$ cat src/rtl/axi_sony_imx_pkg.sv
// axi_sony_imx_pkg: register map, CONTROL field positions and channel FSM encodings for the IMX control block.
package axi_sony_imx_pkg;
    localparam int NUM_CAMS        = 3;
    localparam int REG_CONTROL     = 0;
    localparam int REG_STATUS      = 1;
    localparam int REG_TRIG_LEN    = 2;
    localparam int REG_TRIG_PERIOD = 3;
    localparam int REG_ROWS        = 4;
    localparam int REG_ROW_WIDTH   = 7;
    localparam int REG_TAP         = 10;
    localparam int CTRL_POWER      = 0;
    localparam int CTRL_XCLEAR     = 4;
    localparam int CTRL_IO_RST     = 8;
    localparam int CTRL_TAP_RST    = 12;
    localparam int CTRL_TRIG_EN    = 16;
    localparam logic [1:0] RESP_OKAY = 2'b00;
    typedef enum logic [1:0] {W_IDLE, W_ACK, W_RESP} wr_state_t;
    typedef enum logic [1:0] {R_IDLE, R_ACK, R_DATA} rd_state_t;
endpackage

$ cat src/rtl/imx_sync_measure.sv
// imx_sync_measure: per-camera VS/HS synchroniser, frame geometry counters and registered LVDS data.
module imx_sync_measure #(
    parameter int DW = 64
) (
    input  logic          clk,
    input  logic          rst_n,
    input  logic          io_rst,
    input  logic [DW-1:0] raw_data,
    input  logic          vs,
    input  logic          hs,
    output logic [DW-1:0] sync_data,
    output logic          vs_sync,
    output logic          hs_sync,
    output logic [31:0]   rows,
    output logic [31:0]   row_width
);
    logic [1:0]  vs_ff, hs_ff;
    logic        vs_d, hs_d;
    logic [31:0] row_cnt, hs_cnt;
    logic        hs_rise, hs_fall, vs_fall;

    assign vs_sync = vs_ff[1];
    assign hs_sync = hs_ff[1];
    assign hs_rise = hs_sync & ~hs_d;
    assign hs_fall = ~hs_sync & hs_d;
    assign vs_fall = ~vs_sync & vs_d;

    always_ff @(posedge clk or negedge rst_n) begin
        if (!rst_n) begin
            vs_ff <= '0;
            hs_ff <= '0;
            vs_d  <= 1'b0;
            hs_d  <= 1'b0;
        end else begin
            vs_ff <= {vs_ff[0], vs};
            hs_ff <= {hs_ff[0], hs};
            vs_d  <= vs_sync;
            hs_d  <= hs_sync;
        end
    end

    // Counters saturate rather than wrap so a stuck sync line reads as all-ones.
    always_ff @(posedge clk or negedge rst_n) begin
        if (!rst_n) begin
            sync_data <= '0;
            row_cnt   <= '0;
            hs_cnt    <= '0;
            rows      <= '0;
            row_width <= '0;
        end else if (io_rst) begin
            sync_data <= '0;
            row_cnt   <= '0;
            hs_cnt    <= '0;
            rows      <= '0;
            row_width <= '0;
        end else begin
            sync_data <= raw_data;
            row_cnt   <= vs_fall ? '0 : (vs_sync && hs_rise && row_cnt != '1) ? row_cnt + 32'd1 : row_cnt;
            rows      <= vs_fall ? row_cnt : rows;
            hs_cnt    <= hs_fall ? '0 : (hs_sync && hs_cnt != '1) ? hs_cnt + 32'd1 : hs_cnt;
            row_width <= hs_fall ? hs_cnt : row_width;
        end
    end
endmodule

$ cat src/rtl/axi_sony_imx_control.sv
// axi_sony_imx_control: AXI4-Lite control of power, reset, trigger and tap delay for three IMX sensors,
// with frame geometry measurement per camera.
module axi_sony_imx_control
    import axi_sony_imx_pkg::*;
#(
    parameter int ADDR_WIDTH             = 10,
    parameter int DATA_WIDTH             = 32,
    parameter int LANE_WIDTH             = 8,
    parameter int DEFAULT_TRIGGER_LEN    = 10,
    parameter int DEFAULT_TRIGGER_PERIOD = 100
) (
    input  logic                    i_axi_clk,
    input  logic                    i_axi_rst,
    input  logic                    i_awvalid,
    input  logic [ADDR_WIDTH-1:0]   i_awaddr,
    output logic                    o_awready,
    input  logic                    i_wvalid,
    output logic                    o_wready,
    input  logic [DATA_WIDTH-1:0]   i_wdata,
    output logic                    o_bvalid,
    input  logic                    i_bready,
    output logic [1:0]              o_bresp,
    input  logic                    i_arvalid,
    output logic                    o_arready,
    input  logic [ADDR_WIDTH-1:0]   i_araddr,
    output logic                    o_rvalid,
    input  logic                    i_rready,
    output logic [1:0]              o_rresp,
    output logic [DATA_WIDTH-1:0]   o_rdata,
    output logic                    o_serdes_0_io_rst,
    input  logic [8*LANE_WIDTH-1:0] i_cam_0_raw_data,
    output logic [8*LANE_WIDTH-1:0] o_cam_0_sync_data,
    output logic [5*LANE_WIDTH-1:0] o_cam_0_tap_data,
    output logic                    o_cam_0_trigger,
    output logic                    o_cam_0_xclear_n,
    output logic                    o_cam_0_power_en,
    output logic                    o_cam_0_tap_delay_rst,
    input  logic                    i_cam_0_imx_vs,
    input  logic                    i_cam_0_imx_hs,
    output logic                    o_serdes_1_io_rst,
    input  logic [8*LANE_WIDTH-1:0] i_cam_1_raw_data,
    output logic [8*LANE_WIDTH-1:0] o_cam_1_sync_data,
    output logic [5*LANE_WIDTH-1:0] o_cam_1_tap_data,
    output logic                    o_cam_1_trigger,
    output logic                    o_cam_1_xclear_n,
    output logic                    o_cam_1_power_en,
    output logic                    o_cam_1_tap_delay_rst,
    input  logic                    i_cam_1_imx_vs,
    input  logic                    i_cam_1_imx_hs,
    output logic                    o_serdes_2_io_rst,
    input  logic [8*LANE_WIDTH-1:0] i_cam_2_raw_data,
    output logic [8*LANE_WIDTH-1:0] o_cam_2_sync_data,
    output logic [5*LANE_WIDTH-1:0] o_cam_2_tap_data,
    output logic                    o_cam_2_trigger,
    output logic                    o_cam_2_xclear_n,
    output logic                    o_cam_2_power_en,
    output logic                    o_cam_2_tap_delay_rst,
    input  logic                    i_cam_2_imx_vs,
    input  logic                    i_cam_2_imx_hs
);
    localparam int RW = 8*LANE_WIDTH;
    localparam int TW = 5*LANE_WIDTH;
    localparam logic [ADDR_WIDTH-1:0] A_CTRL   = ADDR_WIDTH'(REG_CONTROL);
    localparam logic [ADDR_WIDTH-1:0] A_STATUS = ADDR_WIDTH'(REG_STATUS);
    localparam logic [ADDR_WIDTH-1:0] A_LEN    = ADDR_WIDTH'(REG_TRIG_LEN);
    localparam logic [ADDR_WIDTH-1:0] A_PERIOD = ADDR_WIDTH'(REG_TRIG_PERIOD);

    wr_state_t             w_state, w_next;
    rd_state_t             r_state, r_next;
    logic                  wr_en, rd_en, wr_ctrl, wr_period, trig_en, trigger;
    logic [2:0]            power_en, xclear_n, io_rst, tap_pulse, vs_s, hs_s, vs_in, hs_in;
    logic [DATA_WIDTH-1:0] trig_len, trig_period, trig_cnt, cnt_inc, rd_val, ctrl_rd;
    logic [4:0]            tap       [NUM_CAMS];
    logic [31:0]           rows      [NUM_CAMS];
    logic [31:0]           row_width [NUM_CAMS];
    logic [RW-1:0]         raw       [NUM_CAMS];
    logic [RW-1:0]         sync_d    [NUM_CAMS];
    logic [TW-1:0]         tap_data  [NUM_CAMS];

    assign raw[0] = i_cam_0_raw_data;
    assign raw[1] = i_cam_1_raw_data;
    assign raw[2] = i_cam_2_raw_data;
    assign vs_in  = {i_cam_2_imx_vs, i_cam_1_imx_vs, i_cam_0_imx_vs};
    assign hs_in  = {i_cam_2_imx_hs, i_cam_1_imx_hs, i_cam_0_imx_hs};

    for (genvar n = 0; n < NUM_CAMS; n++) begin : g_cam
        imx_sync_measure #(.DW(RW)) u_meas (
            .clk       (i_axi_clk),
            .rst_n     (i_axi_rst),
            .io_rst    (io_rst[n]),
            .raw_data  (raw[n]),
            .vs        (vs_in[n]),
            .hs        (hs_in[n]),
            .sync_data (sync_d[n]),
            .vs_sync   (vs_s[n]),
            .hs_sync   (hs_s[n]),
            .rows      (rows[n]),
            .row_width (row_width[n])
        );
        assign tap_data[n] = {LANE_WIDTH{tap[n]}};
    end

    always_ff @(posedge i_axi_clk or negedge i_axi_rst) begin
        if (!i_axi_rst) begin
            w_state <= W_IDLE;
            r_state <= R_IDLE;
        end else begin
            w_state <= w_next;
            r_state <= r_next;
        end
    end

    always_comb begin
        w_next = w_state;
        r_next = r_state;
        case (w_state)
            W_IDLE:  w_next = (i_awvalid && i_wvalid) ? W_ACK : W_IDLE;
            W_ACK:   w_next = W_RESP;
            W_RESP:  w_next = i_bready ? W_IDLE : W_RESP;
            default: w_next = W_IDLE;
        endcase
        case (r_state)
            R_IDLE:  r_next = i_arvalid ? R_ACK : R_IDLE;
            R_ACK:   r_next = R_DATA;
            R_DATA:  r_next = i_rready ? R_IDLE : R_DATA;
            default: r_next = R_IDLE;
        endcase
    end

    always_comb begin
        o_awready = (w_state == W_ACK);
        o_wready  = (w_state == W_ACK);
        o_bvalid  = (w_state == W_RESP);
        o_bresp   = RESP_OKAY;
        o_arready = (r_state == R_ACK);
        o_rvalid  = (r_state == R_DATA);
        o_rresp   = RESP_OKAY;
    end

    assign wr_en     = (w_state == W_ACK);
    assign rd_en     = (r_state == R_ACK);
    assign wr_ctrl   = wr_en && i_awaddr == A_CTRL;
    assign wr_period = wr_en && i_awaddr == A_PERIOD;

    always_ff @(posedge i_axi_clk or negedge i_axi_rst) begin
        if (!i_axi_rst) begin
            power_en    <= '0;
            xclear_n    <= '0;
            io_rst      <= '1;
            trig_en     <= 1'b0;
            tap_pulse   <= '0;
            trig_len    <= DATA_WIDTH'(DEFAULT_TRIGGER_LEN);
            trig_period <= DATA_WIDTH'(DEFAULT_TRIGGER_PERIOD);
            for (int i = 0; i < NUM_CAMS; i++) tap[i] <= '0;
        end else begin
            if (wr_ctrl) begin
                power_en <= i_wdata[CTRL_POWER +: 3];
                xclear_n <= i_wdata[CTRL_XCLEAR +: 3];
                io_rst   <= i_wdata[CTRL_IO_RST +: 3];
                trig_en  <= i_wdata[CTRL_TRIG_EN];
            end
            tap_pulse   <= wr_ctrl ? i_wdata[CTRL_TAP_RST +: 3] : '0;
            trig_len    <= (wr_en && i_awaddr == A_LEN) ? i_wdata : trig_len;
            trig_period <= wr_period ? i_wdata : trig_period;
            for (int i = 0; i < NUM_CAMS; i++)
                if (wr_en && i_awaddr == ADDR_WIDTH'(REG_TAP + i)) tap[i] <= i_wdata[4:0];
        end
    end

    // A period of 0 makes cnt_inc >= period always true, pinning the counter at 0.
    assign cnt_inc = trig_cnt + DATA_WIDTH'(1);
    assign trigger = trig_en && trig_period != '0 && trig_cnt < trig_len;

    always_ff @(posedge i_axi_clk or negedge i_axi_rst) begin
        if (!i_axi_rst) trig_cnt <= '0;
        else            trig_cnt <= (!trig_en || wr_period || cnt_inc >= trig_period) ? '0 : cnt_inc;
    end

    always_comb begin
        ctrl_rd = '0;
        ctrl_rd[CTRL_POWER +: 3]  = power_en;
        ctrl_rd[CTRL_XCLEAR +: 3] = xclear_n;
        ctrl_rd[CTRL_IO_RST +: 3] = io_rst;
        ctrl_rd[CTRL_TRIG_EN]     = trig_en;
        rd_val = (i_araddr == A_CTRL)   ? ctrl_rd :
                 (i_araddr == A_STATUS) ? DATA_WIDTH'({hs_s, 1'b0, vs_s}) :
                 (i_araddr == A_LEN)    ? trig_len :
                 (i_araddr == A_PERIOD) ? trig_period : '0;
        for (int i = 0; i < NUM_CAMS; i++) begin
            if (i_araddr == ADDR_WIDTH'(REG_ROWS + i))      rd_val = DATA_WIDTH'(rows[i]);
            if (i_araddr == ADDR_WIDTH'(REG_ROW_WIDTH + i)) rd_val = DATA_WIDTH'(row_width[i]);
            if (i_araddr == ADDR_WIDTH'(REG_TAP + i))       rd_val = DATA_WIDTH'(tap[i]);
        end
    end

    always_ff @(posedge i_axi_clk or negedge i_axi_rst) begin
        if (!i_axi_rst) o_rdata <= '0;
        else if (rd_en) o_rdata <= rd_val;
    end

    assign o_serdes_0_io_rst     = io_rst[0];
    assign o_serdes_1_io_rst     = io_rst[1];
    assign o_serdes_2_io_rst     = io_rst[2];
    assign o_cam_0_sync_data     = sync_d[0];
    assign o_cam_1_sync_data     = sync_d[1];
    assign o_cam_2_sync_data     = sync_d[2];
    assign o_cam_0_tap_data      = tap_data[0];
    assign o_cam_1_tap_data      = tap_data[1];
    assign o_cam_2_tap_data      = tap_data[2];
    assign o_cam_0_trigger       = trigger;
    assign o_cam_1_trigger       = trigger;
    assign o_cam_2_trigger       = trigger;
    assign o_cam_0_xclear_n      = xclear_n[0];
    assign o_cam_1_xclear_n      = xclear_n[1];
    assign o_cam_2_xclear_n      = xclear_n[2];
    assign o_cam_0_power_en      = power_en[0];
    assign o_cam_1_power_en      = power_en[1];
    assign o_cam_2_power_en      = power_en[2];
    assign o_cam_0_tap_delay_rst = tap_pulse[0];
    assign o_cam_1_tap_delay_rst = tap_pulse[1];
    assign o_cam_2_tap_delay_rst = tap_pulse[2];
endmodule

$ cat config.mk
export PLATFORM = sky130hd
export DESIGN_NAME = axi_sony_imx_control
export DESIGN_NICKNAME = d
export VERILOG_FILES = /design/src/rtl/axi_sony_imx_pkg.sv /design/src/rtl/imx_sync_measure.sv /design/src/rtl/axi_sony_imx_control.sv
export SDC_FILE = /design/constraint.sdc
export NUM_CORES = 1
export LEC_CHECK = 0
export ABC_AREA = 1
export CORE_MARGIN = 10
export CORE_UTILIZATION = 50
export CTS_BUF_LIST = sky130_fd_sc_hd__clkbuf_8
export CTS_CLUSTER_SIZE = 8
export DETAILED_ROUTE_END_ITERATION = 8
export DONT_BUFFER_PORTS = 1
export HOLD_SLACK_MARGIN = 0.06
export PLACE_DENSITY = 0.64
export REMOVE_ABC_BUFFERS = 1
export SYNTH_ARGS = -nofsm -noshare
export SYNTH_HDL_FRONTEND = slang
export SYNTH_HIERARCHICAL = 1
export SYNTH_SLANG_ARGS = --single-unit
$ cat constraint.sdc
create_clock -name i_axi_clk -period 4.8 [get_ports i_axi_clk]
set_input_delay 0.72 -clock i_axi_clk [delete_from_list [all_inputs] [get_ports i_axi_clk]]
set_output_delay 0.72 -clock i_axi_clk [all_outputs]
set_load 0.02 [all_outputs]
# Word level (Yosys, flattened, before mapping)
# Index checks and enable logic that the tools add are counted.
# W data, S select, Z words.
op_classes:
  n_shift: 0
  div_mod_pow: 0
  magnitude_cmp: 2
  mux: 54
  multipliers: 0
  n_addsub: 7
  n_bitwise: 18
  eq_ne: 27
  n_reduce_logical: 38
ops:
  columns: ["operator", "n"]
  rows:
  - ["$mux W32", 44]
  - ["$add A32 B1 Y32 const B", 7]
  - ["$mux W64", 3]
  - ["$ne A32 B32 Y1 const B", 6]
  - ["$eq A10 B4 Y1 const B", 8]
  - ["$eq A10 B2 Y1 const B", 4]
  - ["$eq A10 B3 Y1 const B", 4]
  - ["$ge A32 B32 Y1", 1]
  - ["$lt A32 B32 Y1", 1]
  - ["$reduce_bool A32 Y1", 1]
  - ["$logic_not A10 Y1", 2]
  - ["$logic_and A1 B1 Y1", 18]
  - ["$reduce_bool A3 Y1", 6]
  - ["$pmux W2 S3", 2]
  - ["$reduce_bool A2 Y1", 6]
  - ["$eq A10 B1 Y1 const B", 1]
  - ["$and A1 B1 Y1", 9]
  - ["$not A1 Y1", 9]
  - ["$eq A2 B1 Y1 const B", 2]
  - ["$eq A2 B2 Y1 const B", 2]
  - ["$logic_not A2 Y1", 2]
  - ["$mux W2", 2]
  - ["$mux W3", 1]
  - ["$logic_or A1 B1 Y1", 2]
  - ["2 further kinds", 3]
totals:
  n_memories: 0
  elab_cells: 187
  mem_bits_rw: 0
  out_inout_bits: 368
  input_bits: 257
  rom_bits: 0
  ff_bits: 754
  latchBits: 0

# Longest topological paths before layout
# Gate-level depths: netlist of the first run.
depth:
  depth_word: 14
  ltp_mapped: 21
  mapped_depth_nobuf: 20

# Modules after synthesis
# The synthesis of the first run kept the hierarchy.
by_module_without_submodules:
  columns: ["module", "cells_per_inst", "seq_area_each_um2", "instances", "area_each_um2"]
  rows:
  - ["imx_sync_measure (g_cam[0].u_meas ...)", 1085, 4954.8, 2, 8695.8]
  - ["axi_sony_imx_control", 1582, 4013.8, 1, 11506.0]
  - ["imx_sync_measure (g_cam[2].u_meas)", 1090, 4954.8, 1, 8834.7]

# Worst setup path before layout of the first run
# Ideal clock, no wire load.
synth_path:
  path_kind: "reg2reg"
  start: "register trig_cnt[0]"
  end: "register trig_cnt[16]"
  n_path_buf: 1
  period_less_slack_ns: 2.926
  required_ns: 4.677
  stages_incl_launch_ff: 21
  slack_ns: 1.874
  t_arrival_ns: 2.802
  setup_time_ns: 0.123
  cell_sequence: "dfrtp_1 ha_1 nand3_2 nor2_4 nand3_4 nor2_4 nand3_4 nor2_4 nand3_2 nor3_2 nand2_1 nand2_1 inv_1 ha_1 nand2_1 nor3_1 and3_1 nand4_1 nand4_1 buf_2 nor3_1"
synth_via:
  elab_chain_cells: 4
synth_rtl:
  columns: ["element", "line", "text"]
  rows:
  - ["start: declaration", "axi_sony_imx_control.sv:72", "logic [DATA_WIDTH-1:0] trig_len, trig_period, trig_cnt, cnt_inc, rd_val, ctrl_rd;"]
  - ["start signal: assignment", "axi_sony_imx_control.sv:176", "else trig_cnt <= (!trig_en || wr_period || cnt_inc >= trig_period) ? '0 : cnt_inc;"]
  - ["$add A32 B1 Y32 (*)", "axi_sony_imx_control.sv:171", "assign cnt_inc = trig_cnt + DATA_WIDTH'(1);"]
  - ["$ge A32 B32 Y1", "axi_sony_imx_control.sv:176", null]
  - ["$logic_or A1 B1 Y1", "axi_sony_imx_control.sv:176", null]
  - ["$mux W32 (*)", "axi_sony_imx_control.sv:176", null]
# Every way passes the cells marked *; elsewhere a longest branch is shown, timed or not.
# A chain may end at the register's enable or synchronous reset.

# Final worst setup path of the first run
layout_path:
  start: "register trig_len[31]"
  end: "output port o_cam_2_trigger"
layout_via:
  elab_chain_cells: 2
layout_rtl:
  columns: ["element", "line", "text"]
  rows:
  - ["start: declaration", "axi_sony_imx_control.sv:72", null]
  - ["start signal: assignment", "axi_sony_imx_control.sv:152", "trig_len <= DATA_WIDTH'(DEFAULT_TRIGGER_LEN);"]
  - ["start signal: assignment", "axi_sony_imx_control.sv:163", "trig_len <= (wr_en && i_awaddr == A_LEN) ? i_wdata : trig_len;"]
  - ["$lt A32 B32 Y1", "axi_sony_imx_control.sv:172", "assign trigger = trig_en && trig_period != '0 && trig_cnt < trig_len;"]
  - ["$logic_and A1 B1 Y1", "axi_sony_imx_control.sv:172", null]
  - ["end: declaration", "axi_sony_imx_control.sv:54", "output logic o_cam_2_trigger,"]
# Every way passes these cells.

==> results.sh, run 1 <==
export IMPL_drt_wl_total_mm=124.7
export IMPL_slew_violations=685
export IMPL_synth_edf_count=0
export IMPL_cts_root_buf="clkbuf_8"
export IMPL_whs_ns=-0.3665
export IMPL_rrSetupSlack_ns=1.45
export IMPL_synth_distinct_cells=58
export IMPL_post_cts_resized=0
export IMPL_synthTopCellsByArea="dfrtp_1 49%, nand2_1 12%, nor2_1 7.6%"
export IMPL_drtPass1Iterations=5
export IMPL_clk_latency_ns=0.80
export IMPL_cts_buffer_depth=3
export IMPL_post_layout_nonfiller_instances=6026
export IMPL_cts_sinks=754
export IMPL_grt_overflow=0
export IMPL_max_slew_margin_pct=-176.1
export IMPL_crit_required_ns=4.08
export IMPL_power_leakage_nw=20.55
export IMPL_wire_per_inst_um=20.69
export IMPL_yosysSeqAreaShare_pct=50.03
export IMPL_setup_viol=0
export IMPL_r2r_end="trig_cnt[2]"
export IMPL_cts_buffers_inserted=136
export IMPL_grt_max_degree=755
export IMPL_setup_tns_ns=0
export IMPL_place_gp_congestion=0.9570
export IMPL_drive_gt1_share_pct=7.484
export IMPL_post_cts_repair_setup_buffers=0
export IMPL_nNetsFinal=5276
export IMPL_status="complete, but fails checks"
export IMPL_vias=32190
export IMPL_synth_top_area_share_pct=49.47
export IMPL_ant_nets=0
export IMPL_end_kind="output port"
export IMPL_dp_hpwl_mm=90.98
export IMPL_drtIter0Drc=2790
export IMPL_track_usage_pct=28.30
export IMPL_cts_htree_levels=4
export IMPL_yosysTopAreaCell="dfrtp_1"
export IMPL_worstMarginPinSlew_ns=4.142
export IMPL_total_power_mw=13.62
export IMPL_io_buffers=0
export IMPL_grt_pass1_vias=31550
export IMPL_die_w_um=294.7
export IMPL_startpoint_type="register"
export IMPL_fin_crit_sh_pct=75.30
export IMPL_critPathCapture="o_cam_2_trigger"
export IMPL_start_util_pct=50.60
export IMPL_powerDensity_mw_per_mm2=321.6
export IMPL_dp_cells=5575
export IMPL_layout_min_cycle_time_ns=3.615
export IMPL_grt_antenna_before_repair=5
export IMPL_die_area_sq_mm=0.08685
export IMPL_synth_seq_cells=754
export IMPL_ys_async_sr_fraction_pct=100.0
export IMPL_cp_arrival_ns=2.89
export IMPL_netlist_instances=4842
export IMPL_fillerInstances=6882
export IMPL_cp_max_fo=3
export IMPL_rsz0062_at_grt="false"
export IMPL_synth_main_ff_cell="dfrtp_1"
export IMPL_grt_pass1_wl_mm=188.2
export IMPL_core_rowCount=100
export IMPL_cp_startpoint="trig_len[31]"
export IMPL_reg2reg_from="trig_cnt[0]"
export IMPL_ir_drop_v=0.0002370
export IMPL_core_area_sq_mm=0.07457
export IMPL_hold_class="input port to asynchronous set/reset pin"
export IMPL_area_growth_pct=12.29
export IMPL_ys_warnings_count=6
export IMPL_maxCapViolations=0
export IMPL_cts_hold_buf=205
export IMPL_cts_tree="done"
export IMPL_violations="negative hold slack, max-slew violations"
export IMPL_synth_area_sq_mm=0.03773
export IMPL_hold_viol_final=82
export IMPL_io_pin_count=625
export IMPL_clk_pin_slew_ns=0.06
export IMPL_synth_avg_cell_area_sq_um=7.793
export IMPL_drcViolationCount=0
export IMPL_r2r_cells=20
export IMPL_critPathKind="register to output port"
export IMPL_fmaxAchievable_mhz=276.7
export IMPL_fin_skew_ns=0.03583
export IMPL_die_h_um=294.7
export IMPL_via_per_inst=5.343
[routing by layer]
| metal | GRT usage [%] | share of wire (%) |
|---|---|---|
| met1 | 35.59 | 41 |
| met2 | 45.76 | 47 |
| met3 | 8.156 | 8.4 |
| met4 | 10.58 | 3.6 |
| met5 | 0 | 0 |
[synthesized netlist by cell type (4+ instances only)]
library cell,instances
buf_6,13
buf_2,32
xor2_1,39
or2_2,4
inv_1,625
dfstp_2,8
dfrtp_1,746
nor2_1,768
a211oi_2,4
nor3_1,65
clkinv_1,4
clkbuf_1,81
nor2_2,29
nand2_4,7
o211ai_1,33
nor2_4,14
a21oi_1,101
o21bai_1,7
o21ai_0,296
nor3b_1,8
buf_1,13
ha_1,70
nand3_1,234
inv_2,18
nor4_1,19
o221ai_1,5
nand2_1,1233
buf_4,123
nand4_1,94
nand2_2,28
a211oi_1,7
nand3_2,8
o22ai_1,18
o21ai_1,47
nand3b_1,4
[stage by stage]
step	utilization (%)	setup WS, ns	area, sq um	hold WS [ns]
final	56.82	1.185	42370	-0.3665
after detailed placement	50.42	1.436	37600	0.3347
after global placement	50.42	1.484	37600	0.3330
after floorplan	-	1.363	36140	0.3312
after CTS	56.80	1.084	42350	-0.4176
after global routing	56.81	1.008	42360	-0.4144
[report_power, final]
part	switching (mW)	internal [mW]	total, mW
registers	0.281	6.53	6.82
clock network	2.84	3.24	6.08
logic	0.473	0.253	0.726
[layout by cell type, fill, tap and decap left out, drive strengths merged, types with 7 or more instances in the layout]
cell	synthesis	final
dfrtp	746	746
o21ai	345	345
buf	182	26
nor2	812	812
nand3	244	244
nand2	1268	1268
dlygate4sd3	0	205
inv	645	698
o21bai	7	7
xor2	39	39
a21oi	102	102
o22ai	18	18
dfstp	8	8
a211oi	11	11
o211ai	33	33
clkinv	6	22
ha	70	70
or2	7	7
nor3	68	68
nor4	21	21
nor3b	8	8
clkbuf	83	165
nand4	94	94
[cells by family (layout without fill, tap and decap cells)]
| group | count (synthesis) | after routing | synth area share [%] |
|---|---|---|---|
| XOR/XNOR | 41 | 41 | 0.9517 |
| flip-flops | 754 | 754 | 50.03 |
| AND/OR/NAND/NOR | 2531 | 2531 | 28.31 |
| AO/OA/AOI/OAI | 529 | 529 | 7.614 |
| other | 1 | 10 | 0.009938 |
| adder cells (fa/ha/maj) | 70 | 70 | 2.321 |
| buffers and inverters | 916 | 1122 | 10.77 |
[final cells by class]
type                            count  area [sq um]  area share (%)
Timing Repair Buffer              231          2247           5.304
Inverter                          651          2455           5.794
Multi-Input combinational cell   3175         14840           35.02
Antenna cell                        6         15.01         0.03544
Tap cell                          969          1212           2.862
Sequential cell                   754         18900           44.61
Clock buffer                      165          2271           5.360
Clock inverter                     75         429.2           1.013
[state kept, by name, indices dropped and copies added, names as in the netlist]
signal and flops:
g_cam.u_meas/hs_cnt 96, g_cam.u_meas/hs_d 3, g_cam.u_meas/hs_ff 6, g_cam.u_meas/row_cnt 96, g_cam.u_meas/row_width 96, g_cam.u_meas/rows 96, g_cam.u_meas/sync_data 192, g_cam.u_meas/vs_d 3
g_cam.u_meas/vs_ff 6, io_rst 3, o_cam_0_tap_data 5, o_cam_1_tap_data 5, o_cam_2_tap_data 5, o_rdata 32, power_en 3, r_state 2
tap_pulse 3, trig_cnt 32, trig_en 1, trig_len 32, trig_period 32, w_state 2, xclear_n 3
[worst min path at each step]
stage,start,end,slack [ns],depth (start not counted)
floorplan,g_cam[0].u_meas/hs_ff[0],g_cam[0].u_meas/hs_ff[1],0.33,0
global placement,g_cam[1].u_meas/vs_ff[0],g_cam[1].u_meas/vs_ff[1],0.33,0
detailed placement,g_cam[2].u_meas/hs_ff[0],g_cam[2].u_meas/hs_ff[1],0.33,0
CTS,i_axi_rst,trig_period[15],-0.42,0
global route,i_axi_rst,g_cam[2].u_meas/sync_data[31],-0.41,0
finish,i_axi_rst,g_cam[0].u_meas/sync_data[47],-0.37,0
[worst max-delay path, cell delays in order, from the launching register on]
cell and delay [ns]:
dfrtp_1 0.46, inv_1 0.08, ha_1 0.32, nand4_1 0.11
or3_1 0.44, a31o_2 0.28, nand3_1 0.13, nor2_1 0.07
buf_4 0.20
No activity file was read; power rests on OpenSTA's default activity.
==> run 2: changes to the inputs <==
clock period = 3.65 ns   (was 4.8 ns; I/O delays follow)
==> run 2 against run 1 <==
Effect of this change: the run still ends with negative hold slack, max-slew violations left; non-clock buffer count grew 41; first-iteration DRC count shrank 5.8%; clock skew about the same; cell area grew 1.1%; sequential power rose by 31%; setup slack worse by 1.0 ns; flip-flop and latch count stayed put; routed wire length is essentially flat; die area unchanged; critical endpoint unchanged.
==> results.sh, run 2 (synthesis gave the netlist of run 1 again) <==
export IMPL_status="complete, but fails checks"
export IMPL_violations="negative hold slack, max-slew violations"
export IMPL_die_h_um=294.7
export IMPL_grt_overflow=0
export IMPL_end_kind="output port"
export IMPL_rrSetupSlack_ns=0.24
export IMPL_io_buffers=0
export IMPL_clk_pin_slew_ns=0.06
export IMPL_slew_violations=640
export IMPL_cts_hold_buf=232
export IMPL_power_leakage_nw=20.75
export IMPL_total_power_mw=18.02
export IMPL_crit_required_ns=3.10
export IMPL_max_slew_margin_pct=-168.2
export IMPL_nNetsFinal=5317
export IMPL_via_per_inst=5.334
export IMPL_cts_root_buf="clkbuf_8"
export IMPL_hold_class="input port to asynchronous set/reset pin"
export IMPL_io_pin_count=625
export IMPL_fin_skew_ns=0.03540
export IMPL_cp_arrival_ns=2.95
export IMPL_ant_nets=0
export IMPL_layout_min_cycle_time_ns=3.500
export IMPL_startpoint_type="register"
export IMPL_r2r_cells=21
export IMPL_r2r_end="trig_cnt[2]"
export IMPL_critPathMaxStageDelay_ns=0.46
export IMPL_powerDensity_mw_per_mm2=421.0
export IMPL_grt_pass1_vias=31500
export IMPL_cp_max_fo=3
export IMPL_fin_crit_sh_pct=95.90
export IMPL_area_growth_pct=13.47
export IMPL_drt_wl_total_mm=124.6
export IMPL_cts_tree="done"
export IMPL_hold_viol_final=187
export IMPL_vias=32340
export IMPL_final_common_cell="nand2_1"
export IMPL_fmaxAchievable_mhz=285.7
export IMPL_place_gp_congestion=0.9690
export IMPL_drtIter0Drc=2628
export IMPL_grt_pass1_wl_mm=189.0
export IMPL_fin_area_sq_mm=0.04282
export IMPL_whs_ns=-0.5393
export IMPL_worstMarginPinSlew_ns=4.022
export IMPL_cts_buffer_depth=3
export IMPL_reg2reg_from="trig_cnt[1]"
export IMPL_drtPass1Iterations=6
export IMPL_die_area_sq_mm=0.08685
export IMPL_final_cell_mix="1231 x nand2_1, 765 x nor2_1, 729 x dfrtp_1"
export IMPL_start_util_pct=50.60
export IMPL_die_w_um=294.7
export IMPL_cts_sinks=754
export IMPL_critPathKind="register to output port"
export IMPL_top_register="g_cam.u_meas/sync_data"
export IMPL_core_rowCount=100
export IMPL_maxCapViolations=0
export IMPL_clk_latency_ns=0.80
export IMPL_drive_gt1_share_pct=7.819
export IMPL_grt_antenna_before_repair=10
export IMPL_dp_hpwl_mm=90.55
export IMPL_core_area_sq_mm=0.07457
export IMPL_drcViolationCount=0
export IMPL_fillerInstances=6894
export IMPL_cts_htree_levels=4
export IMPL_crit_slowest_cell="dfrtp_1"
export IMPL_path_cells="inv_1, ha_1, nand4_1, or3_1, a31o_2, nand3_1, nor2_1, buf_4"
export IMPL_grt_max_degree=755
export IMPL_wire_per_inst_um=20.55
export IMPL_setup_viol=0
export IMPL_largest_reg_flops=192
export IMPL_post_dp_cell_area_sq_mm=0.03770
export IMPL_track_usage_pct=28.38
export IMPL_cts_buffers_inserted=136
export IMPL_ir_drop_v=0.0002906
run 2: cell count changes in the layout (fill, tap and decap cells not counted), moves of 2 or more:
cell / previous run / this run
dfrtp_1: 731 / 729
inv_8: 4 / 6
buf_4: 26 / 39
inv_1: 668 / 666
dlygate4sd3_1: 205 / 232
inv_6: 6 / 2
clkinv_8: 0 / 3
dfrtp_2: 15 / 17
nor2_4: 19 / 21
clkbuf_8: 165 / 162
run 2: what timing repair did:
action,4_1_cts,5_1_grt
gates resized for setup,0,8
endpoints found under the hold margin,1031,754
endpoints found under the setup margin,0,32
buffers inserted,0,3
run 2: layout make-up:
class                      count  area [sq um]  share of cell area [%]
antenna                        5         12.51                 0.02922
sequential                   754         18900                   44.15
multi-input combinational   3175         14860                   34.72
timing repair buffer         272          2635                   6.154
clock buffer                 162          2230                   5.207
tap                          969          1212                   2.832
clock inverter                76         504.2                   1.178
inverter                     651          2455                   5.733
run 2: through the flow:
step / hold WS (ns) / util [%] / worst slack [ns] / TNS (ns) / instances
after floorplan: 0.2519 / - / 0.2133 / 0 / 4580
after global placement: 0.2756 / 50.55 / 0.2150 / 0 / 5586
after detailed placement: 0.2763 / 50.55 / 0.1573 / 0 / 5586
after CTS: -0.6088 / 57.33 / 0.08234 / 0 / 6056
after global routing: -0.5934 / 57.42 / -0.02660 / -0.06496 / 6064
final: -0.5393 / 57.42 / 0.1498 / 0 / 6064
run 2: per-layer routing:
layer	GRT usage (%)	wire length, um
met5	0	27
met2	46.38	59820
met1	36.24	51270
met4	9.446	3527
met3	7.358	9967
run 2: worst max-delay path by stage:
stage / slack (ns) / end / from
after floorplan: 0.21 / trig_cnt[14] / trig_cnt[0]
after global placement: 0.21 / trig_cnt[16] / trig_cnt[2]
after detailed placement: 0.16 / trig_cnt[16] / trig_cnt[2]
after CTS: 0.08 / o_cam_2_trigger / trig_len[31]
after global routing: -0.03 / trig_cnt[16] / trig_cnt[2]
final: 0.15 / o_cam_2_trigger / trig_len[31]
run 2: report_power, final:
| group | switching (mW) | internal (mW) | total, mW |
|---|---|---|---|
| sequential | 0.367 | 8.59 | 8.96 |
| clock | 3.77 | 4.29 | 8.07 |
| combinational | 0.642 | 0.358 | 1.00 |
run 2: critical path: cells and delay by family (launching register included):
kind / cells / cell delay [ns]
simple gates: 4 / 0.81
buf+inv: 2 / 0.28
fa+ha+maj: 1 / 0.32
flops: 1 / 0.46
compound gates: 1 / 0.30
